File: config.mk
export PLATFORM = sky130hd
export DESIGN_NAME = mem_arbiter
export DESIGN_NICKNAME = d
export VERILOG_FILES = /design/src/rtl/mem_arb_pkg.sv /design/src/rtl/mem_arb_prio.sv /design/src/rtl/mem_arbiter.sv
export SDC_FILE = /design/constraint.sdc
export NUM_CORES = 1
export LEC_CHECK = 0
export BUFFER_PORTS_ARGS = -buffer_cell sky130_fd_sc_hd__buf_4
export CELL_PAD_IN_SITES_DETAIL_PLACEMENT = 1
export CELL_PAD_IN_SITES_GLOBAL_PLACEMENT = 1
export CORE_AREA = 2 2 143 145
export DETAILED_ROUTE_END_ITERATION = 12
export DIE_AREA = 0 0 145 147
export GPL_TIMING_DRIVEN = 0
export HOLD_SLACK_MARGIN = 0.12
export PLACE_DENSITY_LB_ADDON = 0.1
export SKIP_CTS_REPAIR_TIMING = 1
export SLEW_MARGIN = 20
export SYNTH_ARGS = -nofsm -noshare
export SYNTH_HDL_FRONTEND = slang
export SYNTH_SLANG_ARGS = --single-unit
File: constraint.sdc
create_clock -name clk -period 2.2 [get_ports clk]
set_input_delay 0.44 -clock clk [delete_from_list [all_inputs] [get_ports clk]]
set_output_delay 0.44 -clock clk [all_outputs]
set_load 0.005 [all_outputs]
File: src/rtl/mem_arb_pkg.sv
package mem_arb_pkg;

  typedef enum logic [1:0] {
    OWN_NONE = 2'd0,
    OWN_IF   = 2'd1,
    OWN_DRD  = 2'd2,
    OWN_DWR  = 2'd3
  } owner_e;

  function automatic int unsigned STARVE_CNT_W(input int unsigned limit);
    return (limit < 1) ? 1 : $clog2(limit + 1);
  endfunction

endpackage

File: src/rtl/mem_arb_prio.sv
module mem_arb_prio
  import mem_arb_pkg::*;
#(
  parameter int unsigned STARVE_LIMIT = 4
) (
  input  logic       clk,
  input  logic       rst_n,
  input  logic       i_if_valid,
  input  logic       i_if_flush,
  input  logic       i_d_valid,
  output logic [1:0] o_gnt
);

  localparam int unsigned CW = STARVE_CNT_W(STARVE_LIMIT);

  logic [CW-1:0] r_starve_cnt;
  logic          w_if_elig;
  logic          w_starved;

  assign w_if_elig = i_if_valid & ~i_if_flush;
  assign w_starved = (r_starve_cnt == CW'(STARVE_LIMIT));

  // bit 0 = fetch, bit 1 = data
  always_comb begin
    o_gnt = '0;
    if (!rst_n) begin
      o_gnt = '0;
    end else if (w_starved && w_if_elig) begin
      o_gnt = 2'b01;
    end else if (i_d_valid) begin
      o_gnt = 2'b10;
    end else if (w_if_elig) begin
      o_gnt = 2'b01;
    end
  end

  always_ff @(posedge clk or negedge rst_n) begin
    if (!rst_n) begin
      r_starve_cnt <= '0;
    end else if (!i_if_valid || o_gnt[0]) begin
      r_starve_cnt <= '0;
    end else if (!w_starved) begin
      r_starve_cnt <= r_starve_cnt + 1'b1;
    end
  end

endmodule

File: src/rtl/mem_arbiter.sv
module mem_arbiter
  import mem_arb_pkg::*;
#(
  parameter int unsigned DW           = 32,
  parameter int unsigned AW           = 64,
  parameter int unsigned STARVE_LIMIT = 4
) (
  input  logic          clk,
  input  logic          rst_n,
  input  logic          if_req_valid,
  output logic          if_req_ready,
  input  logic [AW-1:0] if_req_addr,
  input  logic          if_flush,
  output logic          if_rsp_valid,
  output logic [DW-1:0] if_rsp_data,
  input  logic          d_req_valid,
  output logic          d_req_ready,
  input  logic          d_req_we,
  input  logic [AW-1:0] d_req_addr,
  input  logic [DW-1:0] d_req_wdata,
  output logic          d_rsp_valid,
  output logic [DW-1:0] d_rsp_data,
  output logic [AW-1:0] mem_address,
  output logic [DW-1:0] mem_write_data,
  output logic          mem_read,
  output logic          mem_write,
  input  logic [DW-1:0] mem_read_data
);

  logic [1:0] w_gnt;
  owner_e     r_owner;
  owner_e     w_own_nxt;

  mem_arb_prio #(
    .STARVE_LIMIT(STARVE_LIMIT)
  ) u_prio (
    .clk       (clk),
    .rst_n     (rst_n),
    .i_if_valid(if_req_valid),
    .i_if_flush(if_flush),
    .i_d_valid (d_req_valid),
    .o_gnt     (w_gnt)
  );

  assign if_req_ready = w_gnt[0];
  assign d_req_ready  = w_gnt[1];

  always_comb begin
    mem_address    = '0;
    mem_write_data = '0;
    mem_read       = 1'b0;
    mem_write      = 1'b0;
    w_own_nxt      = OWN_NONE;
    if (w_gnt[0]) begin
      mem_address = if_req_addr;
      mem_read    = 1'b1;
      w_own_nxt   = OWN_IF;
    end else if (w_gnt[1]) begin
      mem_address = d_req_addr;
      if (d_req_we) begin
        mem_write      = 1'b1;
        mem_write_data = d_req_wdata;
        w_own_nxt      = OWN_DWR;
      end else begin
        mem_read  = 1'b1;
        w_own_nxt = OWN_DRD;
      end
    end
  end

  always_ff @(posedge clk or negedge rst_n) begin
    if (!rst_n) begin
      r_owner <= OWN_NONE;
    end else begin
      r_owner <= w_own_nxt;
    end
  end

  always_comb begin
    if_rsp_valid = 1'b0;
    if_rsp_data  = '0;
    d_rsp_valid  = 1'b0;
    d_rsp_data   = '0;
    if (rst_n) begin
      case (r_owner)
        OWN_IF: begin
          if_rsp_valid = ~if_flush;
          if_rsp_data  = mem_read_data;
        end
        OWN_DRD: begin
          d_rsp_valid = 1'b1;
          d_rsp_data  = mem_read_data;
        end
        OWN_DWR: begin
          d_rsp_valid = 1'b1;
        end
        default: ;
      endcase
    end
  end

endmodule

; ---- Yosys cells after proc, flatten, opt, wreduce, memory -nomap -nowiden
; Index checks and enable logic that the tools add are counted.
[classes]
n_addsub = 1
eq_ne = 5
muxes = 28
bitwise_logic = 2
reduce_logical = 4
[op_table]
columns = op, count
row1 = $mux W32, 7
row2 = $mux W64, 2
row3 = $mux W1, 12
row4 = $mux W2, 5
row5 = $mux W3, 2
row6 = $eq A2 B2 Y1 const B, 2
row7 = $add A3 B1 Y3 const B, 1
row8 = $eq A3 B3 Y1 const B, 1
row9 = $eq A2 B1 Y1 const B, 1
row10 = $ne A2 B2 Y1 const B, 1
row11 = $reduce_or A2 Y1, 1
row12 = $and A1 B1 Y1, 1
row13 = $logic_and A1 B1 Y1, 1
row14 = $logic_not A1 Y1, 1
row15 = $logic_or A1 B1 Y1, 1
row16 = $not A1 Y1, 1
[totals]
reg_bits = 5
inputBits = 198
out_inout_bits = 166
elab_cells = 42

; ---- Longest topological paths before layout
; Gate-level depths: netlist of the first run.
[logic_depth]
depth_word = 8
mapped_depth = 8

; ---- Cells and area by module
; A second synthesis of the first run with hierarchy kept.
[hier_totals]
hier_cells = 262
area_unflattened_um2 = 1617.8
[by_module_without_submodules]
columns = module, n_inst, cells_each, area_each_um2, seq_area_each_um2
row1 = mem_arbiter, 1, 237, 1408.9, 50.0
row2 = mem_arb_prio, 1, 25, 209.0, 75.1

; ---- Least setup slack after synthesis of the first run
; OpenSTA, ideal clock, no wires.
[synth_path]
kind = register to output
startpoint = reg u_prio.r_starve_cnt[0]
endpoint = out mem_address[23]
arrival_ns = 1.546
required_time_ns = 1.760
setup_slack_ns = 0.214
path_stages_with_launch = 9
cell_sequence = dfrtp_1 -> inv_1 -> ha_1 -> a21bo_1 -> and3_1 -> clkbuf_1 -> buf_6 -> buf_6 -> a22o_1
[synth_between]
elab_chain_cells = 6
[synth_rtl]
columns = element, line
row1 = from (decl), mem_arb_prio.sv:16  ; logic [CW-1:0] r_starve_cnt;
row2 = from (signal assigned), mem_arb_prio.sv:43  ; r_starve_cnt <= r_starve_cnt + 1'b1;
row3 = $eq A3 B3 Y1 (*), mem_arb_prio.sv:21  ; assign w_starved = (r_starve_cnt == CW'(STARVE_LIMIT));
row4 = $logic_and A1 B1 Y1 (*), mem_arb_prio.sv:28  ; end else if (w_starved && w_if_elig) begin
row5 = $mux W2 (*), mem_arb_prio.sv:28
row6 = $mux W2 (*), mem_arb_prio.sv:26  ; if (!rst_n) begin
row7 = $mux W64, mem_arbiter.sv:58  ; end else if (w_gnt[1]) begin
row8 = $mux W64 (*), mem_arbiter.sv:54  ; if (w_gnt[0]) begin
row9 = to (decl), mem_arbiter.sv:23  ; output logic [AW-1:0] mem_address,
; Mark *: on every way between the ends. The rest lies on a longest branch, timed or not.

; ---- Worst setup path after layout of the first run
[layout_path]
startpoint = reg u_prio.r_starve_cnt[0]
endpoint = out mem_address[9]
; The elaborated chain is that of the path after synthesis.

==> results of run 1 <==
-- cell usage in the layout, fill, tap and decap left out, drive strengths merged --
cell           n
and3          34
nand3          1
and2          66
o311a          2
nor2b          1
a22o          64
dfrtp          5
buf          380
a21o           2
clkbuf        15
nand2          3
inv            4
ha             2
o2111a         1
nand3b         1
xnor2          1
and3b          1
dlygate4sd3    1
a21bo          1
a221oi         1
and2b          2
-- final cells by class --
cell class,instances,share of cell area
Multi-Input combinational cell,183,0.2796
Buffer,27,0.04387
Tap cell,270,0.06927
Timing Repair Buffer,365,0.5623
Sequential cell,5,0.02565
Inverter,4,0.003079
Clock buffer,4,0.01616
-- critical path, cell delays in order (launching register included) --
cell and delay (ns):
dfrtp_1 0.38, inv_2 0.09, ha_4 0.16, nand2_2 0.08
o311a_1 0.31, buf_6 0.16, buf_6 0.16, a22o_1 0.21
buf_4 0.14
-- metal layers --
layer	wire, um	track usage
met5	0	0
met4	233	0.02822
met3	1686	0.04969
met2	8370	0.2676
met1	4798	0.1201
-- cells by family after synthesis --
kind of cell | count (synthesis) | synth area share
compound gates | 71 | 0.3831
xor+xnor | 1 | 0.005365
fa+ha+maj | 2 | 0.01532
buf+inv | 32 | 0.1019
flops | 5 | 0.07663
simple gates | 109 | 0.4176
-- final timing paths --
check / depth (start not counted) / start / to / slack (ns)
max in group asynchronous: 2 / rst_n / u_prio.r_starve_cnt[2] / 1.35
min reg2reg: 2 / u_prio.r_starve_cnt[1] / u_prio.r_starve_cnt[1] / 0.60
max reg2reg: 7 / u_prio.r_starve_cnt[0] / r_owner[0] / 0.54
min in group asynchronous: 2 / rst_n / u_prio.r_starve_cnt[1] / 0.65
min: 2 / d_req_valid / r_owner[1] / 0.48
max: 8 / u_prio.r_starve_cnt[0] / mem_address[9] / -0.17
-- registers in the layout (all words and copies together) (netlist names) --
| register | cells |
|---|---|
| r_owner | 2 |
| u_prio.r_starve_cnt | 3 |
-- per-stage QoR --
stage            util  hold slack (ns)  total power [mW]  instance area, um2
6_report       0.2458           0.4758             1.129                4877
5_1_grt        0.2458           0.4899             1.200                4877
3_5_place_dp   0.2366           0.2679            0.8056                4696
3_3_place_gp   0.2366           0.2650            0.7971                4696
2_1_floorplan       -           0.1444            0.2927                1633
4_1_cts        0.2406          0.02275             1.121                4775
-- where the power goes --
group	internal [mW]	total (mW)	leakage (nW)	switching, mW
clock network	0.241	0.308	0.0382	0.0671
logic	0.465	0.715	2.71	0.251
registers	0.0999	0.106	0.0659	0.00609
total	0.805	1.13	2.81	0.324
==> summary.txt, run 1 <==
Yosys
  • Syn. warnings: 0
  • Post-synth top cells: and2_1, a22o_1, and3_1, buf_2, clkbuf_1
  • Synth area leaders: a22o_1, and2_1, and3_1
  • Netlist Area Pre-Place: 1633 um2
  • Post-synthesis register bit count: 5
  • Post-Syn Nets: 420
  • Seq/Total Area, Yosys: 0.07663
  • Synth area leader: a22o_1
  • Gate Count Post-Synth: between 200 and 250
  • Mapped Avg Cell Area: 7.422 um2
  • Cell variety after synth: 22
  • Post-synth EDFFs: 0
  • Most common cell in the netlist: and2_1
  • Synth Flop Type: dfrtp_1
  • Post-synth ARST share: 1.000
  • Post-synth top area share: 0.3433

STA
  • Fin. Hold Viols: 0
  • Clk_skew: roughly 0.0019 ns
  • Final setup violation count: between 90 and 100
  • Worst slew pin tran: around 0.5 ns
  • Final period util: 1.077
  • Tmin final: around 2.4 ns
  • Slew Limit Headroom: 0.6672
  • Unrepaired setup endpoints after global routing: yes
  • Post-route setup TNS: -13.49 ns
  • Fmax: roughly 420 MHz
  • Final WS setup: -0.1693 ns
  • Pins Over Slew Limit: 0

Detailed routing
  • Vias per cell: approximately 3.8
  • DRT Pass-1 Iters: 4
  • DRC: 0
  • Detailed-route wire length per cell: 17.59 um
  • Antenna viol nets, final: 0
  • 1st-iter DRT viols: 42
  • Via Count: about 3300
  • Final WL: around 15000 um

Global routing
  • Overall Global Routing Usage: 0.1303
  • Gr ovfl total: 0
  • Antenna violations before repair: 0
  • First-pass GRT wire length: approximately 21000 um
  • Vias in the first global route: between 3000 and 4000
  • Largest net degree at the start of global routing: 11

Floorplan
  • Core ar.: about 20000 um2
  • DIE AREA: between 20000 and 25000 um2
  • Io pins: between 300 and 400
  • Initial Util: 0.08228
  • Chip Height: between 100 and 150 um
  • # rows: 52
  • Die Wd: 145 um

Critical path
  • Worst Setup End Kind: primary output
  • Crit path DAT: a little under 2 ns
  • Worst Path Required: ~1.8 ns
  • CP Class: reg2out
  • Worst Setup Start Kind: register
  • CP max FO: 10

Status
  • Status: finished, violations left
  • Failing checks: negative setup slack

Clock network
  • Worst skew pair latency: 0.23 ns
  • Max clock buf depth: 2
  • Clock Tree Root: clkbuf_16
  • CTS tree: built
  • Htree depth: 1
  • Reg clk slew, reported paths: about 0.030 ns
  • Clk sinks: 5
  • Number of buffers created by CTS: 3

Placement
  • IO Port Bufs: around 360
  • DP Worst Slack: -0.2506 ns
  • Detailed Place HPWL: 13130 um
  • Gpl congestion: between 0.8 and 0.9
  • Placed Cells: ~850

Hold path
  • Worst min path class: in2reg

Final layout
  • Layout cells sized above 1: 0.6735
  • Area grow syn2layout: 198.7%
  • Reg area: around 130 um2
  • Nets: between 700 and 800
  • Final Instance Count excl. Fillers: around 860
  • Area occupied by multi-input gates: around 1400 um2
  • N_diodes: 0
  • Fill count: between 2000 and 2500

Power
  • Power per cell area: around 230 nW/um2
  • VDD IR max: 179.6 uV
  • Pleak: roughly 2.8 nW

Run
  • Max cap viols: 0
(Power assumes the default switching activity.)
==> inputs of run 2 (changes only) <==
Settings changed: SETUP_SLACK_MARGIN set to 0.02.
==> run 2 against run 1 <==
  * The flow still finishes with violations (negative setup slack)
  * First-iteration DRC count stayed put
  * Cell count stayed put
  * Largest cell class unchanged
  * Die area stayed put
  * Worst hold slack hardly changed
  * Highest routed layer unchanged
  * Sequential share of layout area stayed put
  * Design area stayed put
  * Clock skew hardly changed
==> summary.txt, run 2 (synthesis results as in run 1) <==
STA
  • Final setup violation count: 98
  • Clk_skew: about 0.0018 ns
  • Fmax: between 400 and 500 MHz
  • Slew Limit Headroom: 0.6672
  • Post-route setup TNS: -13.53 ns
  • Unrepaired setup endpoints after global routing: yes
  • Worst slew pin tran: around 0.5 ns
  • Pins Over Slew Limit: 0
  • Final WS setup: -0.1693 ns
  • Tmin final: about 2.4 ns
  • Final period util: 1.077
  • Fin. Hold Viols: 0

Placement
  • IO Port Bufs: between 300 and 400
  • DP Worst Slack: -0.2506 ns
  • Placed standard-cell area: approximately 4700 um2
  • Detailed Place HPWL: ~13000 um
  • Gpl congestion: 0.8217

Clock network
  • Reg clk slew, reported paths: roughly 0.03 ns
  • Worst skew pair latency: between 0.2 and 0.25 ns
  • Max clock buf depth: 2
  • CTS tree: built
  • Htree depth: 1
  • Number of buffers created by CTS: 3
  • Clock Tree Root: clkbuf_16
  • Clk sinks: 5

Final layout
  • Final Cell Area: approximately 4900 um2
  • Nets: roughly 790
  • Fill count: approximately 2400
  • Layout cells sized above 1: 0.6735
  • N_diodes: 0
  • Area occupied by multi-input gates: 1364 um2
  • Number of flip-flops in the largest register: 3
  • Reg area: around 130 um2
  • Most flops, register: u_prio.r_starve_cnt
  • Most frequent cells in the layout: buf_4, and2_1, a22o_1
  • Area grow syn2layout: 198.7%
  • Commonest non-fill, non-tap cell in the layout: buf_4
  • Largest regs: u_prio.r_starve_cnt x3, r_owner x2

Floorplan
  • Die Wd: roughly 150 um
  • Chip Height: 147 um
  • # rows: 52
  • Core ar.: between 15000 and 20000 um2
  • Io pins: 364
  • DIE AREA: approximately 21000 um2
  • Initial Util: 0.08228

Critical path
  • Worst Setup Start Kind: register
  • CP max FO: 10
  • Max stage delay on crit path: 0.38 ns
  • Reg2Reg Setup Slack: approximately 0.54 ns
  • Worst Setup End Kind: primary output
  • Crit path DAT: roughly 1.9 ns
  • CP Cell Sequence: inv_2 -> ha_4 -> nand2_2 -> o311a_1 -> buf_6 -> buf_6 -> a22o_1 -> buf_4
  • CP Class: reg2out
  • Worst Path Required: 1.76 ns
  • Crit path top cell by count: buf_6
  • CP max-delay cell: dfrtp_1

Run
  • Max cap viols: 0

Detailed routing
  • Vias per cell: 3.811
  • 1st-iter DRT viols: 42
  • Via Count: roughly 3300
  • DRT Pass-1 Iters: 4
  • Detailed-route wire length per cell: 17.59 um
  • DRC: 0
  • Final WL: ~15000 um
  • Antenna viol nets, final: 0

Global routing
  • Vias in the first global route: around 3500
  • First-pass GRT wire length: 21480 um
  • Gr ovfl total: 0
  • Antenna violations before repair: 0
  • Overall Global Routing Usage: 0.1303
  • Largest net degree at the start of global routing: 11

Power
  • VDD IR max: 179.6 uV
  • Pleak: about 2.8 nW
  • Power per cell area: 231.5 nW/um2

Status
  • Status: finished, violations left
  • Failing checks: negative setup slack

Hold path
  • Worst min path class: in2reg
## run 2: where the power goes
group	total [mW]	leakage, nW	internal (mW)	switching [mW]
combinational	0.715	2.71	0.465	0.251
sequential	0.106	0.0659	0.0999	0.00609
clock	0.308	0.0382	0.241	0.0669
## run 2: path summary, 6_finish.rpt
kind,from,cells past startpoint,end
max,u_prio.r_starve_cnt[0],8,mem_address[9]
min,d_req_valid,2,r_owner[1]
max reg2reg,u_prio.r_starve_cnt[0],7,r_owner[0]
min reg2reg,u_prio.r_starve_cnt[1],2,u_prio.r_starve_cnt[1]
max in group asynchronous,rst_n,2,u_prio.r_starve_cnt[2]
min in group asynchronous,rst_n,2,u_prio.r_starve_cnt[1]
## run 2: per-layer routing
| metal | track usage | routed length (um) |
|---|---|---|
| met5 | 0 | 0 |
| met4 | 0.02822 | 233 |
| met3 | 0.04969 | 1686 |
| met2 | 0.2676 | 8373 |
| met1 | 0.1201 | 4800 |
## run 2: layout make-up
class                      instances  area share
buffer                            27     0.04387
inverter                           4    0.003079
multi-input combinational        183      0.2796
clock buffer                       4     0.01616
sequential                         5     0.02565
tap                              270     0.06927
timing repair buffer             365      0.5623
## run 2: critical path: cells and delay by family, from the launching register on
kind	cells	cell delay [ns]
AO/OA/AOI/OAI	2	0.52
adder cells (fa/ha/maj)	1	0.16
buffers and inverters	4	0.55
flip-flops	1	0.38
AND/OR/NAND/NOR	1	0.08
## run 2: per-stage QoR
step / hold WS, ns / utilization / power, mW / instances
global route: 0.4899 / 0.2458 / 1.200 / 858
detailed placement: 0.2679 / 0.2366 / 0.8056 / 853
global placement: 0.2650 / 0.2366 / 0.7971 / 853
floorplan: 0.1444 / - / 0.2927 / 220
finish: 0.4759 / 0.2458 / 1.129 / 858
CTS: 0.02275 / 0.2406 / 1.121 / 857
